File: src/rtl/pulse_seq_pkg.sv
// Shared types and helpers for the pulse sequencer: FSM states, table segment
// record, default widths and the equality comparator used for count matching.
package pulse_seq_pkg;

  localparam int SEQ_N     = 8;
  localparam int SEQ_C     = 8;
  localparam int SEQ_DEPTH = 4;

  typedef enum logic [1:0] {
    S_IDLE = 2'd0,
    S_ARM  = 2'd1,
    S_RUN  = 2'd2,
    S_DONE = 2'd3
  } state_t;

  typedef struct packed {
    logic [SEQ_N-1:0] period;
    logic [SEQ_C-1:0] count;
  } seg_t;

  function automatic logic eq_c(input logic [SEQ_C-1:0] a, input logic [SEQ_C-1:0] b);
    return (a == b);
  endfunction

endpackage

File: src/rtl/pulse_sequencer_if.sv
// Segment write port of the pulse sequencer.
// A segment transfers on every clock edge where wr_valid & wr_ready are both high;
// the master holds wr_period/wr_count stable while wr_valid is high and not yet accepted.
interface pulse_sequencer_if
  import pulse_seq_pkg::*;
#(
  parameter int N = SEQ_N,
  parameter int C = SEQ_C
) ();
  logic         wr_valid;
  logic         wr_ready;
  logic [N-1:0] wr_period;
  logic [C-1:0] wr_count;

  modport master (output wr_valid, output wr_period, output wr_count, input wr_ready);
  modport slave  (input wr_valid, input wr_period, input wr_count, output wr_ready);
endinterface

File: src/rtl/pulse_sequencer_table.sv
// Segment table: DEPTH x seg_t register file, append-only writes at index fill,
// asynchronous read by segment index, clear empties it by resetting fill.
module seq_table
  import pulse_seq_pkg::*;
#(
  parameter int DEPTH = SEQ_DEPTH,
  parameter int A     = $clog2(DEPTH)
) (
  input  logic         clk,
  input  logic         rst,
  input  logic         we,
  input  logic         clear,
  input  seg_t         wdata,
  input  logic [A-1:0] rd_idx,
  output seg_t         rd_data,
  output logic [A:0]   fill,
  output logic         full
);

  localparam logic [A:0] DEPTH_V = (A+1)'(DEPTH);
  localparam logic [A:0] ONE_V   = (A+1)'(1);

  seg_t mem [DEPTH];

  assign full    = (fill == DEPTH_V);
  assign rd_data = mem[rd_idx];

  always_ff @(posedge clk) begin
    if (!rst) begin
      fill <= '0;
    end else if (clear) begin
      fill <= '0;
    end else if (we && !full) begin
      fill <= fill + ONE_V;
    end
  end

  // Contents are deliberately not reset; fill alone defines what is valid.
  always_ff @(posedge clk) begin
    if (rst && !clear && we && !full) begin
      mem[fill[A-1:0]] <= wdata;
    end
  end

endmodule

File: src/rtl/pulse_sequencer.sv
// Pulse sequencer: plays a table of (period, count) segments on an external
// pulse generator, counting its pulses and advancing segment by segment.
module pulse_sequencer
  import pulse_seq_pkg::*;
#(
  parameter int N     = SEQ_N,
  parameter int C     = SEQ_C,
  parameter int DEPTH = SEQ_DEPTH,
  parameter int A     = $clog2(DEPTH)
) (
  input  logic                clk,
  input  logic                rst,
  pulse_sequencer_if.slave    wr,
  input  logic                clear,
  input  logic                start,
  input  logic                abort,
  output logic                pg_rst,
  output logic                pg_ena,
  output logic [N-1:0]        pg_ticks,
  input  logic                pg_pulse,
  output logic                out,
  output logic                busy,
  output logic                done,
  output logic [A-1:0]        seg_idx,
  output logic [A:0]          fill,
  output state_t              dbg_state
);

  localparam logic [A:0]   FILL_ONE = (A+1)'(1);
  localparam logic [A-1:0] IDX_ONE  = A'(1);
  localparam logic [C-1:0] CNT_ONE  = C'(1);

  state_t         state, state_n;
  logic [A-1:0]   seg_n;
  logic [C-1:0]   cnt, cnt_n, cnt_inc;
  logic [N-1:0]   ticks_n;
  logic           full, idle, we, tbl_clear, last;
  seg_t           cur;

  assign idle      = (state == S_IDLE);
  // abort outranks a write, so a write is never acknowledged in an abort cycle.
  assign wr.wr_ready = idle & ~full & ~start & ~clear & ~abort;
  assign we        = wr.wr_valid & wr.wr_ready;
  assign tbl_clear = idle & clear & ~abort;
  assign last      = ({1'b0, seg_idx} == (fill - FILL_ONE));
  assign cnt_inc   = cnt + CNT_ONE;
  assign out       = pg_pulse & pg_ena & (state == S_RUN);
  assign dbg_state = state;

  seq_table #(.DEPTH(DEPTH), .A(A)) u_table (
    .clk     (clk),
    .rst     (rst),
    .we      (we),
    .clear   (tbl_clear),
    .wdata   ('{period: wr.wr_period, count: wr.wr_count}),
    .rd_idx  (seg_idx),
    .rd_data (cur),
    .fill    (fill),
    .full    (full)
  );

  always_comb begin
    state_n = state;
    seg_n   = seg_idx;
    cnt_n   = cnt;
    ticks_n = pg_ticks;
    case (state)
      S_IDLE: begin
        if (start && !clear && (fill != '0)) begin
          state_n = S_ARM;
          seg_n   = '0;
        end
      end
      S_ARM: begin
        ticks_n = cur.period;
        cnt_n   = '0;
        if (eq_c(cur.count, '0)) begin
          if (last) begin
            state_n = S_DONE;
          end else begin
            seg_n   = seg_idx + IDX_ONE;
            state_n = S_ARM;
          end
        end else begin
          state_n = S_RUN;
        end
      end
      S_RUN: begin
        if (pg_pulse) begin
          cnt_n = cnt_inc;
          // The pulse that reaches the count belongs to this segment.
          if (eq_c(cnt_inc, cur.count)) begin
            if (last) begin
              state_n = S_DONE;
            end else begin
              seg_n   = seg_idx + IDX_ONE;
              state_n = S_ARM;
            end
          end
        end
      end
      S_DONE: begin
        state_n = S_IDLE;
        seg_n   = '0;
      end
      default: begin
        state_n = S_IDLE;
        seg_n   = '0;
      end
    endcase
    if (abort) begin
      state_n = S_IDLE;
      seg_n   = '0;
      cnt_n   = '0;
    end
  end

  always_ff @(posedge clk) begin
    if (!rst) begin
      state    <= S_IDLE;
      seg_idx  <= '0;
      cnt      <= '0;
      pg_ticks <= '0;
      pg_rst   <= 1'b1;
      pg_ena   <= 1'b0;
      done     <= 1'b0;
      busy     <= 1'b0;
    end else begin
      state    <= state_n;
      seg_idx  <= seg_n;
      cnt      <= cnt_n;
      pg_ticks <= ticks_n;
      pg_rst   <= (state_n != S_RUN);
      pg_ena   <= (state_n == S_RUN);
      done     <= (state_n == S_DONE);
      busy     <= (state_n == S_ARM) || (state_n == S_RUN);
    end
  end

endmodule

File: src/flat_wrapper.sv
// flat-port wrapper written by rule: the top's interface ports become plain ports
module pulse_sequencer_flat import pulse_seq_pkg::*;
#(
  parameter int N     = SEQ_N,
  parameter int C     = SEQ_C,
  parameter int DEPTH = SEQ_DEPTH,
  parameter int A     = $clog2(DEPTH)
)
  (clk, rst, clear, start, abort, pg_rst, pg_ena, pg_ticks, pg_pulse, out, busy, done, seg_idx, fill, dbg_state, wr_wr_valid, wr_wr_period, wr_wr_count, wr_wr_ready);
  pulse_sequencer_if #(.N(N), .C(C)) wr_i ();
  input  logic clk;
  input  logic rst;
  input  logic clear;
  input  logic start;
  input  logic abort;
  output logic pg_rst;
  output logic pg_ena;
  output logic [N-1:0] pg_ticks;
  input  logic pg_pulse;
  output logic out;
  output logic busy;
  output logic done;
  output logic [A-1:0] seg_idx;
  output logic [A:0] fill;
  output state_t dbg_state;
  input wire logic [$bits(wr_i.wr_valid)-1:0] wr_wr_valid;
  input wire logic [$bits(wr_i.wr_period)-1:0] wr_wr_period;
  input wire logic [$bits(wr_i.wr_count)-1:0] wr_wr_count;
  output wire logic [$bits(wr_i.wr_ready)-1:0] wr_wr_ready;
  assign wr_i.wr_valid = wr_wr_valid;
  assign wr_i.wr_period = wr_wr_period;
  assign wr_i.wr_count = wr_wr_count;
  assign wr_wr_ready = wr_i.wr_ready;
  pulse_sequencer #(.N(N), .C(C), .DEPTH(DEPTH), .A(A)) u_core (.clk(clk), .rst(rst), .wr(wr_i), .clear(clear), .start(start), .abort(abort), .pg_rst(pg_rst), .pg_ena(pg_ena), .pg_ticks(pg_ticks), .pg_pulse(pg_pulse), .out(out), .busy(busy), .done(done), .seg_idx(seg_idx), .fill(fill), .dbg_state(dbg_state));
endmodule
File: config.mk
export PLATFORM = sky130hd
export DESIGN_NAME = pulse_sequencer_flat
export DESIGN_NICKNAME = d
export VERILOG_FILES = /design/src/rtl/pulse_seq_pkg.sv /design/src/rtl/pulse_sequencer_if.sv /design/src/rtl/pulse_sequencer_table.sv /design/src/rtl/pulse_sequencer.sv /design/src/flat_wrapper.sv
export SDC_FILE = /design/constraint.sdc
export NUM_CORES = 1
export LEC_CHECK = 0
export CAP_MARGIN = 40
export CORE_AREA = 2 2 107 109
export CTS_CLUSTER_DIAMETER = 100
export DETAILED_ROUTE_END_ITERATION = 7
export DIE_AREA = 0 0 109 111
export HOLD_SLACK_MARGIN = 0.03
export SLEW_MARGIN = 20
export SYNTH_ARGS = -nofsm -noshare
export SYNTH_HDL_FRONTEND = slang
export SYNTH_HIERARCHICAL = 1
export SYNTH_SLANG_ARGS = --single-unit
File: constraint.sdc
create_clock -name clk -period 6.86 [get_ports clk]
set_clock_uncertainty 0.05 [all_clocks]
set_input_delay 2.058 -clock clk [delete_from_list [all_inputs] [get_ports clk]]
set_output_delay 2.058 -clock clk [all_outputs]
set_load 0.01 [all_outputs]
# Word-level counts from Yosys, hierarchy flattened
# Memories as Yosys holds them, arrays and structs flattened. A register that Yosys moved wholly into a read port is not among the register bits.
# Index checks and enable logic that the tools add are counted.
# op_classes
reduce_logical,18
addsub,4
mux,19
bitwise,14
eq_ne,14
# ops
cell,n
two-way mux 2 bit,13
one-hot mux 2 bit (4 select lines),2
one-hot mux 8 bit (2 select lines),1
AND 1 bit,9
"adder 8 x 1 -> 8 bit, second input constant",1
"== test 2 bit, second input constant",4
== test 8 bit,1
logical NOT 8 bit,1
two-way mux 8 bit,1
"!= test 2 bit, second input constant",4
logical AND 1 bit,6
NOT 1 bit,5
"== test 2 x 1 -> 1 bit, second input constant",2
AND reduction 4 bit,1
OR reduction 2 bit,2
"adder 3 x 1 -> 3 bit, second input constant",1
== test 2 x 3 -> 1 bit,1
"== test 3 bit, second input constant",1
logical NOT 1 bit,3
nonzero test 3 bit,1
"subtractor 3 x 1 -> 3 bit, second input constant",1
"adder 2 x 1 -> 2 bit, second input constant",1
logical NOT 2 bit,1
two-way mux 1 bit,2
4 further kinds,4
# totals
ram_bits,64
elab_cells,79
reg_bits,27
mem_count,1
output_inout_bits,21
# memory_table
name,depth,word_bits,read_ports,rd_ports_with_merged_regs,wr,line_no,text
u_core.u_table.mem,4,16,1,1,1,pulse_sequencer_table.sv:23,seg_t mem [DEPTH];

# Logic depth before layout (Yosys ltp)
# logic_depth
word_depth,11
ltp_mapped,11
mapped_depth_nobuf,10

# Cells and area by module
# The synthesis kept the hierarchy.
# by_module_without_submodules
mod,instances,cells_each,area_per_inst_um2
seq_table,1,109,2582.5
pulse_sequencer,1,201,1681.6

# Worst setup path before layout
# OpenSTA, ideal clock, no wires.
# synth_timing
kind,input to output
startpoint,in abort
endpoint,out wr_wr_ready
arrival_ns,2.592
path_buffers,0
t_required_ns,4.752
cell_stages,2
path_slack_ns,2.160
path_cell_list,nand2b_1 > nor4_1
# synth_between
elab_chain_len,2
# synth_lines
item,line_no,text
"start, declared",flat_wrapper.sv:15,input logic abort;
NOT 1 bit,pulse_sequencer.sv:42,assign wr.wr_ready = idle & ~full & ~start & ~clear & ~abort;
AND 1 bit,pulse_sequencer.sv:42,
"end, declared",flat_wrapper.sv:29,output wire logic [$bits(wr_i.wr_ready)-1:0] wr_wr_ready;
# No other way between the ends.

# Worst setup path after layout
# Ends and elaborated chain as after synthesis.

==> metrics.md <==
| Metric | Value |
|---|---|
| Placer congestion estimate | 0.778 |
| Post-CTS resize count | 0 |
| GRT Total Usage | 14.7% |
| RR Startpoint | u_core/seg_idx[0]$_SDFFE_PP0P_ |
| Residual overflow from global routing | 0 |
| Detail Placement HPWL | 5870 um |
| CP startpoint kind | primary input |
| DRC viols | 0 |
| Maximum vdd drop | ~0.00016 V |
| Multiplexer area fraction after synthesis | 11.6% |
| RR Endpoint | u_core/busy$_SDFF_PN0_ |
| Final wirelength | 8300 um |
| GRT met3 Usage | 3.53% |
| Element type at the critical path end | primary output |
| Yosys cell types | 56 |
| WL per Instance | 16.6 um |
| Minimum clock period | 5.67 ns |
| Met2 Usage GRT | 24.9% |
| Post-synth net total | 347 |
| # hold bufs at CTS | 0 |
| CP arrival | 3.56 ns |
| Layout cells sized above 1 | a little under an eighth |
| Slew HR | between 50% and 60% |
| Post-synthesis simple-gate area fraction | 12.8% |
| Pre-CTS WS | between 1 and 1.5 ns |
| Die area | 12,100 sq um |
| Layout Utilization | between 40% and 50% |
| Worst-path maximum fanout | 5 |
| Compound-gate portion of the synthesized area | under 10% |
| Worst Hold Depth | 2 |
| GR peak layer | met2 |
| Vias in the first global route | 2,680 |
| Post-Synth XOR/XNOR Area | 2.23% |
| Family with the most delay on the worst path | buffers and inverters |
| R2R Setup Slk | 2.94 ns |
| Total clock sinks | 91 |
| Core area | 11,100 sq um |
| Leakage | 1.64 nW |
| Vias | 2,654 |
| M1 GR Usage | 18.6% |
| Commonest cells in the netlist | edfxtp_1 (64), dfxtp_1 (27), nand2_1 (16) |
| Reg clk slew, reported paths | 0.06 ns |
| # H-tree levels | 3 |
| Post-CTS setup buffers | 0 |
| Worst skew pair latency | ~0.34 ns |
| Critical Path RT | ~4.8 ns |
| Clk buf depth | 2 |
| Synth-to-layout area growth | 20.4% |
| P per Cell Area | between 200 and 250 nW/um^2 |
| Mapped Area | 4260 sq um |
| Setup ws final | 1.19 ns |
| Critical path class | primary input to primary output |
| Critical path's slowest cell | clkdlybuf4s50_1 |
| Critical path's largest stage delay | 0.60 ns |
| Yosys reg bits | 91 |
| Root Driver | clkbuf_16 |
| Mapped Cells | between 300 and 400 |
| Syn Area/Cell | around 14 sq um |
| N_diodes | 0 |
| IO Count | 44 |
| Cell with the most instances after synthesis | edfxtp_1 |
| CP cell instances | clkdlybuf4s50_1 > nand2b_1 > nor4_1 > clkdlybuf4s50_1 |
| Ys flop type | edfxtp_1 |
| F_max | between 0.15 and 0.2 GHz |
| Buffers added on ports | 43 |
| Most Frequent Cell on Critical Path | clkdlybuf4s50_1 |
| Width of the chip | 109 um |
| Setup TNS Final | 0 ns |
| Max-cap violations | 0 |
| Final Hold Fails | 0 |
| DR iter-0 viols | 95 |
| Initial antenna violation count | 0 |
| Via-per-instance ratio | 5.30 |
| Post-synthesis adder-cell area fraction | 4.11% |
| Slew @ Worst Pin | 0.739 ns |
| Die Y | 111 um |
| Dominant cells by area after synthesis | edfxtp_1 (45%), dfxtp_1 (13%), mux4_2 (5.3%) |
| Min-Delay Startpoint | u_core/cnt[7]$_SDFFE_PP0P_ |
| Outcome | complete, no violations |
| Pin count of the biggest net entering global routing | 21 |
| DRT Pass-1 Iters | 4 |
| Period utilization | 82.7% |
| Setup-failing EPs final | 0 |
| Nets@finish | approximately 400 |
| First-pass GRT wire length | 13,700 um |
| Critical path buffers and inverters | 2 |
| Post-synth top area cell | edfxtp_1 |
| Slew Viols, Final | 0 |
| Row cnt | 39 |
| Reg2reg path depth | 10 |
| ANT nets after route | 0 |
| Post-synth EDFFs | 64 |
| Seq/Total Area, Yosys | 57.7% |
| Number of synthesis warnings | 6 |
| Min-delay worst type | flip-flop to flip-flop |
| CTS tree | built |
| Total CTS buffers | 9 |
| RSZ-0062 raised after global routing | no |
| Largest family of logic cells by synthesized area | simple AND/OR/NAND/NOR gates |
| Post-synth ARST share | 0% |
| Hold path endpoint | u_core/cnt[7]$_SDFFE_PP0P_ |
| Initial Util | 38.5% |
| Synth top area share | 45.1% |
layer usage:
layer,up-vias,wire length (um)
met5,-,0
met4,0,89
met3,7,281
met2,63,4310
met1,1321,3620
li1,1263,-
where the power goes:
group / total [mW] / internal, mW / switching, mW
registers: 0.589 / 0.588 / 0.000896
logic: 0.0369 / 0.0196 / 0.0173
clock network: 0.468 / 0.267 / 0.202
state kept, by name (all words and copies together), names as in the netlist:
signal,flops
u_core/busy,1
u_core/cnt,8
u_core/dbg_state,2
u_core/done,1
u_core/pg_ena,1
u_core/pg_rst,1
u_core/pg_ticks,8
u_core/seg_idx,2
u_core/u_table/fill,3
u_core/u_table/mem,64
how the worst max path moves through the flow:
stage / slack, ns / start / cells past startpoint / end
after floorplan: 2.16 / abort / 2 / wr_wr_ready
after global placement: 1.22 / abort / 4 / wr_wr_ready
after detailed placement: 1.18 / abort / 4 / wr_wr_ready
after CTS: 1.17 / abort / 4 / wr_wr_ready
after global routing: 1.07 / abort / 4 / wr_wr_ready
final: 1.19 / abort / 4 / wr_wr_ready
placed cells by master, fill, tap and decap left out, types with 3 or more instances in the layout:
cell type,synthesis,final
a21o_1,3,3
a21oi_1,13,13
a31oi_1,7,7
and2_1,7,7
and3_1,6,6
buf_8,0,5
clkbuf_16,0,9
clkdlybuf4s50_1,0,43
dfxtp_1,27,27
edfxtp_1,64,64
ha_1,14,14
inv_1,11,11
mux2i_1,11,11
mux4_1,6,6
mux4_2,10,10
nand2_1,16,16
nand2b_1,4,4
nand3_1,7,7
nand3b_1,3,3
nor2_1,9,9
nor2b_1,12,12
nor3_1,5,5
o21ai_0,11,11
or4_1,4,4
xnor2_1,7,7
cell families after synthesis:
family / count (synthesis)
adder cells (fa/ha/maj): 14
buffers and inverters: 27
AND/OR/NAND/NOR: 91
multiplexers: 27
XOR/XNOR: 10
AO/OA/AOI/OAI: 50
flip-flops: 91
worst register-to-register path: stages, from the launching register on:
cell and delay (ns):
dfxtp_1 0.46, buf_4 0.36, mux4_2 0.59, xnor2_1 0.32
o21ai_0 0.21, a2111oi_4 0.25, o2111ai_2 0.28, or4b_1 0.63
a31oi_1 0.31, ha_1 0.29, nor2b_1 0.10
per-stage QoR:
stage                     hold WS [ns]  total power, mW  area [sq um]  std cells
after detailed placement         0.425            0.638          4830        485
final                            0.446             1.09          5130        501
after floorplan                  0.402            0.615          4260        310
after CTS                        0.440             1.10          5120        500
after global placement           0.426            0.638          4770        481
after global routing             0.475             1.13          5130        501
layout make-up:
type / instances / area [sq um]
Clock buffer: 11 / 253
Clock inverter: 4 / 33.8
Fill cell: 1008 / 5940
Inverter: 11 / 41.3
Multi-Input combinational cell: 192 / 1650
Sequential cell: 91 / 2460
Tap cell: 143 / 179
Timing Repair Buffer: 49 / 513
Power figures use the tool's default switching activity.
